==> src/rtl/igniter_sequencer.sv <==
// Round-robin sequencer that walks one shared igniter carriage to each requester's slot, sparks, then acks.
// Build option IGN_TIMEOUT_EN: abort a request (ack + err, no spark) after MAX_MOVES move pulses.
module igniter_sequencer #(
  parameter int unsigned NUM_REQ       = 4,
  parameter int unsigned MAX_STEP      = 7,
  parameter int unsigned SETTLE_CYCLES = 2,
  parameter int unsigned SPARK_CYCLES  = 4,
  parameter int unsigned MAX_MOVES     = 8
) (
  input  logic                 sys_clk,
  input  logic                 clr_n,
  input  logic [NUM_REQ-1:0]   req_valid,
  input  logic [3*NUM_REQ-1:0] req_pos,
  output logic [NUM_REQ-1:0]   req_ack,
  input  logic [2:0]           position_q,
  output logic                 enable_move,
  output logic [3:0]           delta,
  output logic                 spark,
  output logic                 busy,
  output logic [2:0]           grant_id,
  output logic                 err
);

  localparam int unsigned POS_W = 3;
  localparam int unsigned ID_W  = 3;
  localparam int unsigned DW    = 4;
  localparam int unsigned TMAX  = (SETTLE_CYCLES > SPARK_CYCLES) ? SETTLE_CYCLES : SPARK_CYCLES;
  localparam int unsigned TW    = $clog2(TMAX + 1);
  localparam logic signed [DW-1:0] STEP_P = DW'(MAX_STEP);
  localparam logic signed [DW-1:0] STEP_N = -STEP_P;

  if (NUM_REQ < 2 || NUM_REQ > 8 || MAX_STEP < 1 || MAX_STEP > 7 ||
      SETTLE_CYCLES < 1 || SPARK_CYCLES < 1 || MAX_MOVES < 1) begin : g_param_check
    $error("igniter_sequencer: parameter out of range");
  end

  typedef enum logic [2:0] {
    S_IDLE   = 3'd0,
    S_MOVE   = 3'd1,
    S_SETTLE = 3'd2,
    S_SPARK  = 3'd3,
    S_DONE   = 3'd4
  } state_e;

  state_e             state_q, state_d;
  logic [ID_W-1:0]    grant_q, grant_d;
  logic [ID_W-1:0]    rr_q, rr_d;
  logic [POS_W-1:0]   tgt_q, tgt_d;
  logic [TW-1:0]      tmr_q, tmr_d;
  logic               busy_q, busy_d;
  logic               spark_q, spark_d;
  logic [NUM_REQ-1:0] ack_q, ack_d;

`ifdef IGN_TIMEOUT_EN
  localparam int unsigned MW = $clog2(MAX_MOVES + 1);
  logic [MW-1:0] moves_q, moves_d;
  logic          err_q, err_d;
`endif

  // Round-robin pick: first valid at or above rr_q, otherwise lowest valid (wrap).
  logic             hi_found, lo_found, any_req;
  logic [ID_W-1:0]  hi_pick, lo_pick, pick;
  logic [POS_W-1:0] pick_pos;

  always_comb begin
    hi_found = 1'b0;
    lo_found = 1'b0;
    hi_pick  = '0;
    lo_pick  = '0;
    for (int j = 0; j < int'(NUM_REQ); j++) begin
      if (req_valid[j]) begin
        if (!lo_found) begin
          lo_found = 1'b1;
          lo_pick  = ID_W'(j);
        end
        if (!hi_found && (ID_W'(j) >= rr_q)) begin
          hi_found = 1'b1;
          hi_pick  = ID_W'(j);
        end
      end
    end
    pick     = hi_found ? hi_pick : lo_pick;
    any_req  = lo_found;
    pick_pos = '0;
    for (int j = 0; j < int'(NUM_REQ); j++) begin
      if (ID_W'(j) == pick) pick_pos = req_pos[POS_W*j +: POS_W];
    end
  end

  // Signed distance to target, clamped to the per-pulse step limit.
  logic signed [DW-1:0] diff_c, step_c;

  always_comb begin
    diff_c = $signed({1'b0, tgt_q}) - $signed({1'b0, position_q});
    if (diff_c > STEP_P)      step_c = STEP_P;
    else if (diff_c < STEP_N) step_c = STEP_N;
    else                      step_c = diff_c;
  end

  // Next-state and output logic; the move strobe is driven in the MOVE cycle itself.
  always_comb begin
    state_d     = state_q;
    grant_d     = grant_q;
    rr_d        = rr_q;
    tgt_d       = tgt_q;
    tmr_d       = tmr_q;
    enable_move = 1'b0;
    delta       = '0;
`ifdef IGN_TIMEOUT_EN
    moves_d     = moves_q;
    err_d       = 1'b0;
`endif
    unique case (state_q)
      S_IDLE: begin
        if (any_req) begin
          state_d = S_MOVE;
          grant_d = pick;
          tgt_d   = pick_pos;
          rr_d    = (pick == ID_W'(NUM_REQ - 1)) ? '0 : pick + 1'b1;
`ifdef IGN_TIMEOUT_EN
          moves_d = '0;
`endif
        end
      end
      S_MOVE: begin
        if (diff_c == '0) begin
          state_d = S_SPARK;
          tmr_d   = '0;
        end
`ifdef IGN_TIMEOUT_EN
        else if (moves_q == MW'(MAX_MOVES)) begin
          state_d = S_DONE;
          err_d   = 1'b1;
        end
`endif
        else begin
          enable_move = 1'b1;
          delta       = step_c;
          state_d     = S_SETTLE;
          tmr_d       = '0;
`ifdef IGN_TIMEOUT_EN
          moves_d     = moves_q + 1'b1;
`endif
        end
      end
      S_SETTLE: begin
        if (tmr_q == TW'(SETTLE_CYCLES - 1)) state_d = S_MOVE;
        else                                 tmr_d   = tmr_q + 1'b1;
      end
      S_SPARK: begin
        if (tmr_q == TW'(SPARK_CYCLES - 1)) state_d = S_DONE;
        else                                tmr_d   = tmr_q + 1'b1;
      end
      S_DONE: begin
        state_d = S_IDLE;
      end
      default: begin
        state_d = S_IDLE;
      end
    endcase

    busy_d  = (state_d != S_IDLE);
    spark_d = (state_d == S_SPARK);
    for (int j = 0; j < int'(NUM_REQ); j++) begin
      ack_d[j] = (state_d == S_DONE) && (grant_d == ID_W'(j));
    end
    if (state_d == S_IDLE) grant_d = '0;
  end

  always_ff @(posedge sys_clk or negedge clr_n) begin
    if (!clr_n) begin
      state_q <= S_IDLE;
      grant_q <= '0;
      rr_q    <= '0;
      tgt_q   <= '0;
      tmr_q   <= '0;
      busy_q  <= 1'b0;
      spark_q <= 1'b0;
      ack_q   <= '0;
    end else begin
      state_q <= state_d;
      grant_q <= grant_d;
      rr_q    <= rr_d;
      tgt_q   <= tgt_d;
      tmr_q   <= tmr_d;
      busy_q  <= busy_d;
      spark_q <= spark_d;
      ack_q   <= ack_d;
    end
  end

`ifdef IGN_TIMEOUT_EN
  always_ff @(posedge sys_clk or negedge clr_n) begin
    if (!clr_n) begin
      moves_q <= '0;
      err_q   <= 1'b0;
    end else begin
      moves_q <= moves_d;
      err_q   <= err_d;
    end
  end

  assign err = err_q;
`else
  assign err = 1'b0;
`endif

  assign req_ack  = ack_q;
  assign spark    = spark_q;
  assign busy     = busy_q;
  assign grant_id = grant_q;

endmodule
==> config.mk <==
export PLATFORM = sky130hd
export DESIGN_NAME = igniter_sequencer
export DESIGN_NICKNAME = d
export VERILOG_FILES = /design/src/rtl/igniter_sequencer.sv
export SDC_FILE = /design/constraint.sdc
export NUM_CORES = 1
export LEC_CHECK = 0
export CELL_PAD_IN_SITES_DETAIL_PLACEMENT = 1
export CELL_PAD_IN_SITES_GLOBAL_PLACEMENT = 1
export CORE_ASPECT_RATIO = 1.75
export CORE_MARGIN = 1
export CORE_UTILIZATION = 31
export DETAILED_ROUTE_END_ITERATION = 6
export PLACE_DENSITY_LB_ADDON = 0.08
export SYNTH_ARGS = -nofsm -noshare
export SYNTH_HDL_FRONTEND = slang
export SYNTH_SLANG_ARGS = --single-unit
export TNS_END_PERCENT = 10
==> constraint.sdc <==
create_clock -name sys_clk -period 2.2 [get_ports sys_clk]
set_clock_uncertainty 0.2 [all_clocks]
set_input_delay 0.33 -clock sys_clk [delete_from_list [all_inputs] [get_ports sys_clk]]
set_output_delay 0.33 -clock sys_clk [all_outputs]
set_load 0.05 [all_outputs]
---- Yosys cells after proc, flatten, opt, wreduce, memory -nomap -nowiden ----
Cells that the tools add are included.
storage, ports and cells
  logic and storage cells ................. 99
  RAM bits ................................ 0
  bits in latches ......................... 0
  register bits ........................... 21
  input bits .............................. 21
  memories kept ........................... 0
  bits in read-only memories .............. 0
cells by class
  multiplexer cells ....................... 47
  divide/modulo/power cells ............... 0
  bitwise operators ....................... 0
  equal/unequal tests ..................... 16
  reduce and logical (&&, ||, !) cells .... 19
  multipliers ............................. 0
  add/subtract/negate cells ............... 3
  shifts and indexed selects .............. 0
  order comparisons ....................... 6
operator list
  operator                                                           count
  2-to-1 mux 3 bit                                                   22
  == test 3 x 2 -> 1 bit (second input constant)                     7
  2-to-1 mux 1 bit                                                   19
  2-to-1 mux 4 bit                                                   4
  logical NOT 3 bit                                                  4
  case mux 3 bit (4 select lines)                                    1
  == test 3 x 1 -> 1 bit (second input constant)                     3
  case mux 3 bit (3 select lines)                                    1
  logical AND 1 bit                                                  7
  adder 3 x 1 -> 3 bit (second input constant)                       2
  == test 2 x 3 -> 1 bit (first input constant)                      2
  greater-or-equal comparator 1 x 3 -> 1 bit (first input constant)  2
  greater-or-equal comparator 2 x 3 -> 1 bit (first input constant)  2
  nonzero test 3 bit                                                 2
  greater-than comparator 4 bit (second input constant)              1
  logical NOT 4 bit                                                  1
  less-than comparator 4 bit (second input constant)                 1
  != test 2 bit (second input constant)                              2
  subtractor 3 x 3 -> 4 bit                                          1
  == test 1 x 3 -> 1 bit (first input constant)                      1
  == test 3 bit (second input constant)                              1
  logical NOT 1 bit                                                  3
  AND reduction 3 bit                                                1
  AND reduction 2 bit                                                1

---- Logic depth before layout (Yosys ltp) ----
  word-level depth ........................ 21
  mapped depth ............................ 10
  depth with buffers taken out ............ 10

---- Worst setup path before layout ----
No wires, ideal clock.
  path kind ............................... register -> output
  start ................................... reg tgt_q[0]
  end ..................................... out delta[2]
  buffers on the path ..................... 0
  stages on the path, launching flop included .. 10
  path slack .............................. -1.018 ns
  data arrival time ....................... 2.688 ns
  cell sequence ........................... dfrtp_1 inv_1 ha_1 inv_1 fa_1 xnor2_1 nand3b_1 nand3_1 ha_1 nor3_1
on the way
  longest elaborated chain between the ends .. 6
RTL lines
  item                           line  RTL
  start, declared                48    logic [POS_W-1:0] tgt_q, tgt_d;
  start signal, assigned         184   tgt_q <= tgt_d;
  subtractor 3 x 3 -> 4 bit (*)  94    diff_c = $signed({1'b0, tgt_q}) - $signed({1'b0, position_q});
  less-than comparator 4 bit     96    else if (diff_c < STEP_N) step_c = STEP_N;
  2-to-1 mux 4 bit               96
  2-to-1 mux 4 bit               95    if (diff_c > STEP_P) step_c = STEP_P;
  2-to-1 mux 4 bit (*)           126   if (diff_c == '0) begin
  2-to-1 mux 4 bit (*)           113   unique case (state_q)
  end, declared                  17    output logic [3:0] delta,
Every way passes the cells marked *; elsewhere a longest branch is shown, timed or not.

---- Worst setup path in the final report ----
  start ................................... in position_q[1]
  end ..................................... out delta[0]
on the way
  longest elaborated chain between the ends .. 6
RTL lines
  item                           line  RTL
  start, declared                15    input logic [2:0] position_q,
  subtractor 3 x 3 -> 4 bit (*)  94
  less-than comparator 4 bit     96
  2-to-1 mux 4 bit               96
  2-to-1 mux 4 bit               95
  2-to-1 mux 4 bit (*)           126
  2-to-1 mux 4 bit (*)           113
Marked as above.

==> flow_summary.json <==
{
  "outcome": "finished, violations left",
  "violations": "setup timing",
  "synthAdderAreaFrac_pct": 8.84,
  "reg2reg_depth": 11,
  "r2r_end": "spark$_DFF_PN0_",
  "worstMarginPinSlew_ns": 0.613,
  "synth_top_cell_area_share_pct": 41.1,
  "rsz0062_at_grt": "yes",
  "gr-total-overflow": 0,
  "grtUsageTotal_pct": 19.0,
  "via_count": 1195,
  "worst_slack_ns": -0.660,
  "synthMuxAreaShare_pct": 1.64,
  "ys_ff_latch": 20,
  "stdcell_count": 236,
  "grt_pass1_vias": 1310,
  "die_x_um": 49.4,
  "synth-xor-area-share_pct": 1.44,
  "cts.sinks": 20,
  "core_um2": 3700,
  "final_common_cell": "clkdlybuf4s50_1",
  "drive_above_1_share_pct": 31.1,
  "synth.distinct_cells": 42,
  "h-tree-depth": 1,
  "required_ns": 1.67,
  "initial_utilization_pct": 32.9,
  "crit_path_max_fanout": 2,
  "synth_nets": 161,
  "crit_type": "in2out",
  "grt_max_degree": 21,
  "period_needed_ns": 2.86,
  "cp.arrival_ns": 2.33,
  "route.detailed.drc": 0,
  "power_density_nw_per_um2": 1490,
  "synth_top_area_cell": "dfrtp_1",
  "yosys.area_share.simple_pct": 23.6,
  "grt_pass1_wl_mm": 6.04,
  "synth-async-reset-ratio_pct": 100,
  "final_cell_area_um2": 1960,
  "avgViaCountPerCell": 5.06,
  "leakage_uw": 0.000871,
  "hold_viol": 0,
  "clk_latency_ns": 0.27,
  "max-cap-violations": 0,
  "startpoint_type": "primary input",
  "clockBufferDepth": 2,
  "setup_viol": 7,
  "synth_edf_count": 0,
  "path_clk_slew_ns": 0.08,
  "cp-end-kind": "primary output",
  "die-area_um2": 4190,
  "rows": 29,
  "power.total_uw": 2910,
  "antenna_found_initial": 0,
  "syn_to_final_growth_pct": 60.9,
  "place_inst": 227,
  "wirelength_mm": 3.57,
  "whs_ns": 0.206,
  "cts_tree": "yes",
  "first_iter_violations": 10,
  "hold_buffers": 0,
  "rrSetupSlack_ns": -0.04,
  "netlist_area_um2": 1220,
  "cts_root_buffer": "clkbuf_8",
  "seqCellArea_um2": 500,
  "nFillCells": 431,
  "io_buffers": 34,
  "multi_input_area_um2": 729,
  "fin_crit_sh_pct": 130,
  "layout_common_cells": "clkdlybuf4s50_1, buf_4, dfrtp_1, nand2_1, nor2_1",
  "dp_hpwl_mm": 2.85,
  "synth_top_family_by_area": "simple AND/OR/NAND/NOR gates",
  "synth-compound-area-share_pct": 17.2,
  "ys.flop_type": "dfrtp_1",
  "die_h_um": 84.9,
  "ioPinCount": 36,
  "yosys-top-cells-area": "dfrtp_1, ha_1, nand2_1",
  "fmax_ghz": 0.350,
  "wl_per_cell_um": 15.1,
  "ir_drop_v": 0.000779,
  "hp-class": "in2async",
  "placed_area_um2": 1830,
  "drt_pass1_iterations": 4,
  "yosysSeqAreaShare_pct": 41.1,
  "final_nets": 220,
  "antenna_cells": 0,
  "syn-instance-count": 132,
  "maxSlewViolCount": 0,
  "routabilityCongestion": 0.726,
  "reg2reg_from": "tgt_q[0]$_DFFE_PN0P_",
  "synth_area_per_cell_um2": 9.22,
  "ant_nets": 0,
  "cts_buffers": 3,
  "yosysWarnings": 0,
  "slew_headroom_pct": 58.8
}
## state kept, by name, summed over array words and instances (netlist names)
name,count
state_q,3
spark,1
req_ack,4
rr_q,2
grant_id,3
busy,1
tmr_q,3
tgt_q,3
## where the power goes
part	internal, uW	total [uW]	switching (uW)
logic	895	1900	1010
clock network	243	378	135
registers	494	633	139
total	1630	2910	1280
## metrics by stage
step | setup slack [ns] | TNS [ns] | util [%]
after floorplan | -0.324 | -1.32 | -
after global placement | -0.735 | -4.96 | 49.3
after detailed placement | -0.806 | -6.66 | 49.3
after CTS | -0.728 | -3.31 | 52.2
after global routing | -0.749 | -3.85 | 52.9
final | -0.660 | -3.24 | 52.9
## synth_stat cells (all sizes together) (3+ instances only)
master and n:
nand3 6, nand2b 4, nor3 5, a211oi 5, dfrtp 20, a21oi 6, ha 7, o21ai 7
inv 13, a2111oi 3, nand2 16, nor2 9
## worst max-delay path by stage
stage	endpoint	from
floorplan	delta[0]	tgt_q[0]$_DFFE_PN0P_
global placement	delta[1]	position_q[0]
detailed placement	delta[1]	position_q[0]
CTS	delta[1]	tgt_q[0]$_DFFE_PN0P_
global route	delta[0]	tgt_q[0]$_DFFE_PN0P_
finish	delta[0]	position_q[1]
## metal layers
layer | share of wire [%] | vias to the layer above | GRT usage [%] | wire, um
met2 | 62 | 20 | 38.9 | 2210
met5 | 0 | - | 0 | 0
li1 | - | 576 | - | -
met3 | 2.0 | 5 | 1.61 | 71
met4 | 1.7 | 0 | 8.31 | 61
met1 | 34 | 594 | 18.4 | 1220
## worst max-delay path: stages
cell	delay, ns
clkdlybuf4s50_1	0.45
inv_1	0.07
fa_2	0.57
nand3b_1	0.14
nand3_2	0.10
ha_4	0.31
inv_4	0.04
a21oi_4	0.16
buf_12	0.15
## cells by family (layout without fill, tap and decap cells)
| family | count (synthesis) | after routing |
|---|---|---|
| and+or+nand+nor | 53 | 53 |
| AOI/OAI and AO/OA | 30 | 30 |
| DFF | 20 | 20 |
| buffers and inverters | 16 | 74 |
| adders and majority gates | 8 | 8 |
| xor gates and xnor gates | 2 | 2 |
| muxes | 2 | 2 |
| other | 1 | 1 |
## final cells by class
class | instances | area share [%]
multi-input combinational | 96 | 37.2
inverter | 13 | 2.62
clock inverter | 1 | 1.53
tap | 46 | 2.94
clock buffer | 3 | 2.11
sequential | 20 | 25.5
timing repair buffer | 57 | 28.0
## what timing repair did
action | CTS | global route
resized for setup | 7 | 2
pin swaps | 5 | 5
setup endpoints to repair | 10 | 8
setup buffers | 2 | 3
cloned | 0 | 0
(Power assumes the default switching activity.)
